File: src/rtl/mask_filter_stage.sv
// RGB -> 1-bit threshold mask with optional 3-tap horizontal morphology.
// Emits the mask alongside the delay-matched camera pixel and coordinates.
module mask_filter_stage #(
    parameter int H_ACTIVE = 1280,
    parameter int HCOUNT_W = 11,
    parameter int VCOUNT_W = 10
) (
    input  logic                clk_pixel,
    input  logic                rst_in,
    input  logic                valid_in,
    input  logic [HCOUNT_W-1:0] hcount_in,
    input  logic [VCOUNT_W-1:0] vcount_in,
    input  logic [23:0]         pixel_in,
    input  logic [1:0]          channel_sel_in,
    input  logic [7:0]          lower_in,
    input  logic [7:0]          upper_in,
    input  logic [1:0]          filter_mode_in,
    output logic                valid_out,
    output logic [HCOUNT_W-1:0] hcount_out,
    output logic [VCOUNT_W-1:0] vcount_out,
    output logic [23:0]         pixel_out,
    output logic                mask_out
);
    localparam logic [HCOUNT_W-1:0] H_LAST = HCOUNT_W'(H_ACTIVE - 1);

    logic [1:0]          r_cfg_ch, r_cfg_mode;
    logic [7:0]          r_cfg_lo, r_cfg_hi;
    logic                w_fs;
    logic [1:0]          w_ch_sel, w_mode;
    logic [7:0]          w_lo, w_hi, w_ch;
    logic [15:0]         w_luma_sum;

    logic [1:0]          r_vld_pipe;
    logic [23:0]         r1_pix, r2_pix;
    logic [HCOUNT_W-1:0] r1_h, r2_h;
    logic [VCOUNT_W-1:0] r1_v, r2_v;
    logic [7:0]          r1_ch, r1_lo, r1_hi;
    logic [1:0]          r1_mode, r2_mode;
    logic                r2_raw;

    logic                r_c_vld, r_l_raw, r_c_raw, r_flush;
    logic [23:0]         r_c_pix;
    logic [HCOUNT_W-1:0] r_c_h;
    logic [VCOUNT_W-1:0] r_c_v;
    logic [1:0]          r_c_mode;
    logic                w_emit, w_r, w_mask;

    // The frame-start beat itself already uses the freshly presented config.
    assign w_fs     = valid_in && (hcount_in == '0) && (vcount_in == '0);
    assign w_ch_sel = w_fs ? channel_sel_in : r_cfg_ch;
    assign w_mode   = w_fs ? filter_mode_in : r_cfg_mode;
    assign w_lo     = w_fs ? lower_in : r_cfg_lo;
    assign w_hi     = w_fs ? upper_in : r_cfg_hi;

    assign w_luma_sum = 16'd77  * {8'd0, pixel_in[23:16]}
                      + 16'd150 * {8'd0, pixel_in[15:8]}
                      + 16'd29  * {8'd0, pixel_in[7:0]};

    always_comb begin
        w_ch = w_luma_sum[15:8];
        case (w_ch_sel)
            2'b00:   w_ch = pixel_in[23:16];
            2'b01:   w_ch = pixel_in[15:8];
            2'b10:   w_ch = pixel_in[7:0];
            default: w_ch = w_luma_sum[15:8];
        endcase
    end

    always_ff @(posedge clk_pixel or posedge rst_in) begin
        if (rst_in) begin
            r_cfg_ch   <= 2'b00;
            r_cfg_mode <= 2'b00;
            r_cfg_lo   <= 8'd0;
            r_cfg_hi   <= 8'd255;
        end else if (w_fs) begin
            r_cfg_ch   <= channel_sel_in;
            r_cfg_mode <= filter_mode_in;
            r_cfg_lo   <= lower_in;
            r_cfg_hi   <= upper_in;
        end
    end

    // Thresholds and mode travel with each beat so a frame switch lands exactly at (0,0).
    always_ff @(posedge clk_pixel or posedge rst_in) begin
        if (rst_in) begin
            r_vld_pipe <= '0;
            r1_pix <= '0; r1_h <= '0; r1_v <= '0;
            r1_ch <= '0; r1_lo <= '0; r1_hi <= '0; r1_mode <= '0;
            r2_pix <= '0; r2_h <= '0; r2_v <= '0; r2_raw <= 1'b0; r2_mode <= '0;
        end else begin
            r_vld_pipe <= {r_vld_pipe[0], valid_in};
            r1_pix  <= pixel_in;
            r1_h    <= hcount_in;
            r1_v    <= vcount_in;
            r1_ch   <= w_ch;
            r1_lo   <= w_lo;
            r1_hi   <= w_hi;
            r1_mode <= w_mode;
            r2_pix  <= r1_pix;
            r2_h    <= r1_h;
            r2_v    <= r1_v;
            r2_mode <= r1_mode;
            r2_raw  <= (r1_lo <= r1_ch) && (r1_ch <= r1_hi);
        end
    end

    // Centre emits when its right neighbour arrives, or on the flush after a line end.
    assign w_emit = r_flush || (r_vld_pipe[1] && r_c_vld);
    assign w_r    = r_flush ? 1'b0 : r2_raw;

    always_comb begin
        w_mask = r_c_raw;
        case (r_c_mode)
            2'b00:   w_mask = r_c_raw;
            2'b01:   w_mask = r_l_raw & r_c_raw & w_r;
            2'b10:   w_mask = r_l_raw | r_c_raw | w_r;
            default: w_mask = (r_l_raw & r_c_raw) | (r_l_raw & w_r) | (r_c_raw & w_r);
        endcase
    end

    always_ff @(posedge clk_pixel or posedge rst_in) begin
        if (rst_in) begin
            r_c_vld <= 1'b0; r_l_raw <= 1'b0; r_c_raw <= 1'b0; r_flush <= 1'b0;
            r_c_pix <= '0; r_c_h <= '0; r_c_v <= '0; r_c_mode <= '0;
        end else if (r_flush) begin
            r_flush <= 1'b0;
            r_c_vld <= 1'b0;
            r_l_raw <= 1'b0;
            r_c_raw <= 1'b0;
        end else if (r_vld_pipe[1]) begin
            r_l_raw  <= (r2_h == '0) ? 1'b0 : r_c_raw;
            r_c_raw  <= r2_raw;
            r_c_pix  <= r2_pix;
            r_c_h    <= r2_h;
            r_c_v    <= r2_v;
            r_c_mode <= r2_mode;
            r_c_vld  <= 1'b1;
            r_flush  <= (r2_h == H_LAST);
        end
    end

    always_ff @(posedge clk_pixel or posedge rst_in) begin
        if (rst_in) begin
            valid_out  <= 1'b0;
            hcount_out <= '0;
            vcount_out <= '0;
            pixel_out  <= '0;
            mask_out   <= 1'b0;
        end else begin
            valid_out <= w_emit;
            if (w_emit) begin
                hcount_out <= r_c_h;
                vcount_out <= r_c_v;
                pixel_out  <= r_c_pix;
                mask_out   <= w_mask;
            end
        end
    end
endmodule

File: config.mk
export PLATFORM = sky130hd
export DESIGN_NAME = mask_filter_stage
export DESIGN_NICKNAME = d
export VERILOG_FILES = /design/src/rtl/mask_filter_stage.sv
export SDC_FILE = /design/constraint.sdc
export NUM_CORES = 1
export LEC_CHECK = 0
export BUFFER_PORTS_ARGS = -buffer_cell sky130_fd_sc_hd__clkbuf_2
export CAP_MARGIN = 20
export CORE_UTILIZATION = 53
export CTS_CLUSTER_SIZE = 28
export DETAILED_ROUTE_END_ITERATION = 7
export GPL_ROUTABILITY_DRIVEN = 1
export PLACE_DENSITY = 0.8
export SYNTH_ARGS = -nofsm -noshare
export SYNTH_HDL_FRONTEND = slang
export SYNTH_SLANG_ARGS = --single-unit
File: constraint.sdc
create_clock -name clk_pixel -period 6.56 [get_ports clk_pixel]
set_clock_uncertainty 0.1 [all_clocks]
set_input_delay 0.328 -clock clk_pixel [delete_from_list [all_inputs] [get_ports clk_pixel]]
set_output_delay 0.328 -clock clk_pixel [all_outputs]
set_load 0.1 [all_outputs]
Yosys cells after proc, flatten, opt, wreduce, memory -nomap -nowiden
Index checks and enable logic that the tools add are counted.
{"block": "word_totals", "input_bits": 68, "register_bits": 229, "output_inout_bits": 47, "word_cells": 75}
{"block": "classes", "order_cmp": 2, "bitwise": 9, "n_mul": 3, "mux": 14, "n_addsub": 2, "n_eq_ne": 5, "n_reduce_logical": 12}
{"cell": "7-bit by 8-bit multiplier with 15-bit output, first input constant", "count": 2}
{"cell": "8-bit case mux with 3 select lines", "count": 1}
{"cell": "11-bit logical NOT", "count": 2}
{"cell": "15-bit by 16-bit adder with 16-bit output", "count": 1}
{"cell": "16-bit by 13-bit adder with 16-bit output", "count": 1}
{"cell": "8-bit less-or-equal comparator", "count": 2}
{"cell": "5-bit by 8-bit multiplier with 13-bit output, first input constant", "count": 1}
{"cell": "11-bit equality test, second input constant", "count": 1}
{"cell": "10-bit logical NOT", "count": 1}
{"cell": "1-bit two-way mux", "count": 10}
{"cell": "8-bit two-way mux", "count": 1}
{"cell": "1-bit AND", "count": 4}
{"cell": "2-bit by 1-bit equality test with 1-bit output, second input constant", "count": 2}
{"cell": "2-bit equality test, second input constant", "count": 2}
{"cell": "1-bit logical AND", "count": 4}
{"cell": "2-bit logical NOT", "count": 2}
{"cell": "1-bit OR", "count": 4}
{"cell": "1-bit case mux with 3 select lines", "count": 1}
{"cell": "2-bit two-way mux", "count": 1}
{"cell": "2-bit AND reduction", "count": 1}
{"cell": "2-bit nonzero test", "count": 1}
{"cell": "1-bit logical OR", "count": 1}
{"cell": "1-bit NOT", "count": 1}

Depth between registers and ports, before layout
{"block": "logic_depth", "word_depth": 6, "ltp_mapped": 25, "ltp_nobuf": 25}

Least setup slack after synthesis
No wires, ideal clock.
{"block": "synth_timing", "kind": "input to register", "start": "input port pixel_in[12]", "end": "register r1_ch[7]", "n_path_buf": 0, "required_ps": 6321, "cell_stages": 22, "setup_slack_ps": 30, "setup_ps": 139, "arrival_time_ps": 6292, "cell_sequence": "ha_1 -> ha_1 -> inv_1 -> fa_1 -> fa_1 -> inv_1 -> ha_1 -> xnor2_1 -> fa_1 -> fa_1 -> inv_1 -> fa_1 -> fa_1 -> inv_1 -> ha_1 -> and2_1 -> a221oi_2 -> a21oi_1 -> o31ai_1 -> xor2_1 -> xnor2_1 -> mux4_2"}
{"block": "synth_between", "elab_chain_cells": 4}
{"item": "start, declared", "line": "13", "source": "input logic [23:0] pixel_in,"}
{"item": "7-bit by 8-bit multiplier with 15-bit output", "line": "56", "source": "+ 16'd150 * {8'd0, pixel_in[15:8]}"}
{"item": "15-bit by 16-bit adder with 16-bit output", "line": "56"}
{"item": "16-bit by 13-bit adder with 16-bit output", "line": "57", "source": "+ 16'd29 * {8'd0, pixel_in[7:0]};"}
{"item": "8-bit case mux with 3 select lines", "line": "61", "source": "case (w_ch_sel)"}
{"item": "via w_ch[7]", "line": "30", "source": "logic [7:0] w_lo, w_hi, w_ch;"}
{"item": "end signal, assigned", "line": "95", "source": "r1_ch <= w_ch;"}
{"item": "end, declared", "line": "37", "source": "logic [7:0] r1_ch, r1_lo, r1_hi;"}
The timed path passes the listed nets, and every way through them passes these cells.
A chain may end at the register's enable or synchronous reset.

Worst setup path after layout
Same ends and word-level chain as after synthesis.

==> metrics.md <==
| Metric | Value |
|---|---|
| Power Dens Cells | 418 nW/um^2 |
| Bufs on Longest Clock Path | 3 |
| Clk Latency, worst-skew pair | 0.51 ns |
| Setup crit start kind | input port |
| DP Worst Slack | -0.329 ns |
| Req. time, crit path | 6.85 ns |
| Post-Syn Nets | 1,022 |
| Synth area leaders | dfrtp_1 (51%), ha_1 (11%), mux2_2 (11%), fa_1 (10%), inv_1 (3.6%) |
| Synth Cell Area | 10,900 sq um |
| Worst-path maximum fanout | 3 |
| Ports | 115 |
| Die height | 146 microns |
| First-pass GRT wire length | 36,600 microns |
| Root Buffer | clkbuf_16 |
| Area delta synth->final | 21.2% |
| Initial antenna violation count | 1 |
| Sink Count | 229 |
| Core Rows | 52 |
| Int Pwr | 0.00341 W |
| Max-Cap Viols | 0 |
| Fin cells | 1,291 |
| Comb power frac | 49.6% |
| Main synth FF type | dfrtp_1 |
| Cells after Synth | 799 |
| Leakage | 6.49 nW |
| FMAX | 159 MHz |
| Setup Fix Bufs, Post-CTS | 0 |
| Starting density of the core | 54.0% |
| Syn Area/Cell | 13.7 sq um |
| DR pass1 iterations | 4 |
| CTS tree | yes |
| IO buf count | 114 |
| Async set or reset register ratio after synthesis | 100% |
| GRT Util Overall | 21.8% |
| Post-synth top area share | 50.7% |
| Final cycle utilization of the critical path | 96.1% |
| Number of flops mapped to enable cells by yosys | 0 |
| Register area share after synthesis | 52.6% |
| Max VDD drop | 0.000395 V |
| Remaining antenna violation count | 0 |
| Clock transition at the registers of the reported paths | 0.06 ns |
| Yosys Warn Count | 0 |
| Vias in the first global route | 7,299 |
| DIE AREA | 21,200 sq um |
| Worst-Margin Slew | 0.910 ns |
| Congestion Overflow GR | 0 |
| Post-DP HPWL | 14,600 microns |
| Post-DR wirelength/cell | 16.6 microns |
| Cell accounting for the most synthesized area | dfrtp_1 |
| RSZ-0062 raised after global routing | no |
| Die Wd | 146 microns |
| Switching Power | 0.00212 W |
| Mean number of vias per cell | 5.13 |
| Final worst path period need | 6.30 ns |
| Synth cell types | 52 |
| Placed insts | 1,197 |
| Clock share of power | 22.0% |
| Slew Limit Fails | 0 |
| DRT Wirelength | 21,500 microns |
| CP Capture Type | register |
| Final setup fails | 0 |
| H-tree depth | 1 |
| Status | completed |
| Pin count of the biggest net entering global routing | 177 |
| Max-slew headroom | 39.3% |
| FF+latch count, synth | 229 |
| Core area | 20,200 sq um |
| Layout cells sized above 1 | 29.8% |
| Cts bufs inserted | 23 |
| Initial DRC Count | 243 |
| Worst min path class | in -> reg |
| Switching share of power | 38.3% |
| Residual DRC | 0 |
| Final nets | 1,226 |
| Final Hold Vio Count | 0 |
| Cells resized by post-CTS repair | 0 |
| GP Congestion | 0.868 |
| Setup Crit Path Kind | in -> reg |
| Vias | 6,624 |
| Final WS setup | 0.259 ns |
| Sequential power share | 28.4% |
| Worst Path Arrival | 6.59 ns |
## area by class of cell
type / instances / area (sq um)
fillers: 1469 / 7000
clock buffers: 36 / 664
diodes: 1 / 2.50
multi-input cells: 448 / 4720
clock inverters: 6 / 45.0
well taps: 270 / 338
inverters: 107 / 405
repair buffers: 194 / 1310
flip-flops and latches: 229 / 5740
## layout by cell type (no fill, tap or decap), types with 5 or more instances in the layout
cell type,Yosys,routed
buf_4,1,28
fa_1,55,55
nand2_1,32,32
clkbuf_16,0,23
nor2b_1,7,6
nor3_1,8,8
clkbuf_2,0,114
a21oi_1,22,21
clkbuf_1,8,9
a21o_1,6,6
nor2_1,14,14
dfrtp_1,221,221
nand2b_1,5,5
dlygate4sd3_1,0,51
xor2_1,7,7
xnor2_1,9,9
inv_1,106,105
nand4_1,8,8
ha_1,100,100
mux2_2,108,108
dfstp_2,8,8
nand3_1,11,11
o21ai_0,9,9
clkinv_2,0,5
## through the flow
stage               instance area (sq um)  power [W]  hold slack [ns]  TNS, ns  util, %
floorplan                           10900    0.00361            0.231        0        -
global placement                    12000    0.00423            0.231   -0.413     59.3
detailed placement                  12000    0.00430            0.235   -0.684     59.3
CTS                                 13200    0.00557          0.00339        0     65.4
global route                        13200    0.00599          0.00628        0     65.4
finish                              13200    0.00552          0.00631        0     65.4
## metal layers
layer | part of all wire, % | global-route usage (%)
met5 | 0 | 0
met4 | 2.5 | 6.32
met3 | 3.7 | 2.63
met2 | 51 | 38.2
met1 | 43 | 28.7
## path summary, 6_finish.rpt
check | from | end | slack, ns | cells after the start
worst max-delay path | pixel_in[12] | r1_ch[7] | 0.26 | 23
worst min-delay path | pixel_in[22] | r1_pix[22] | 0.006 | 1
worst min register to register | r1_h[4] | r2_h[4] | 0.24 | 0
worst max register to register | r_vld_pipe[1] | pixel_out[9] | 4.42 | 3
min in group asynchronous | rst_in | pixel_out[8] | 0.48 | 4
max in group asynchronous | rst_in | r1_pix[6] | 4.52 | 5
## cells in the mapped netlist, types with 2 or more instances
library cell / count
buf_2: 2
dfstp_2: 8
nand2b_1: 5
mux2_2: 108
nor2_1: 14
a21o_1: 6
nor2b_1: 7
dfrtp_1: 221
nor4_1: 4
o31ai_1: 2
a22oi_1: 2
or2_2: 2
a31oi_1: 3
mux2i_1: 3
nand3_1: 11
o21a_1: 4
xnor2_1: 9
and2_1: 2
nor3_1: 8
a32oi_1: 2
inv_1: 106
nand2_1: 32
xor2_1: 7
o21ai_0: 9
ha_1: 100
fa_1: 55
a21oi_1: 22
a41oi_1: 2
buf_1: 3
clkbuf_1: 8
nand4_1: 8
or3_1: 4
## worst max-delay path, stage by stage
cell and delay, ns:
clkbuf_2 0.09, ha_1 0.30, ha_1 0.28, inv_1 0.05, fa_1 0.50, fa_1 0.51
inv_1 0.04, ha_1 0.32, xnor2_1 0.20, fa_1 0.46, fa_1 0.52, inv_1 0.05
fa_1 0.46, fa_1 0.54, inv_1 0.04, ha_1 0.29, and2_1 0.16, a221oi_2 0.24
a21oi_1 0.18, o31ai_1 0.27, xor2_1 0.20, xnor2_1 0.09, mux4_2 0.45
## power by group through the flow
stage	combinational, W	clock, W	sequential, W
after floorplan	0.00171	0	0.00190
final	0.00274	0.00121	0.00157
after global routing	0.00310	0.00131	0.00158
after global placement	0.00264	0	0.00159
after CTS	0.00276	0.00125	0.00157
after detailed placement	0.00271	0	0.00159
## cells by family (layout without fill, tap and decap cells)
kind of cell / after synthesis / in the layout / share of synthesized area, %
muxes: 113 / 113 / 11.7
xor gates and xnor gates: 16 / 16 / 1.28
DFF: 229 / 229 / 52.6
other: 0 / 1 / 0
adders and majority gates: 155 / 155 / 21.5
buffers and inverters: 122 / 343 / 4.32
AOI/OAI and AO/OA: 62 / 62 / 3.70
and+or+nand+nor: 102 / 102 / 4.81
## flip-flops by register name (all words and copies together), names as in the netlist, 11 cells and up
| name | cells |
|---|---|
| r2_h | 11 |
| pixel_out | 24 |
| hcount_out | 11 |
| r1_pix | 24 |
| r1_h | 11 |
| r_c_h | 11 |
| r2_pix | 24 |
| r_c_pix | 24 |
## repair_timing
action | CTS | global route
endpoints found under the hold margin | 111 | 0
hold buffers | 51 | 0
setup endpoints to repair | 0 | 1
(Power assumes the default switching activity.)
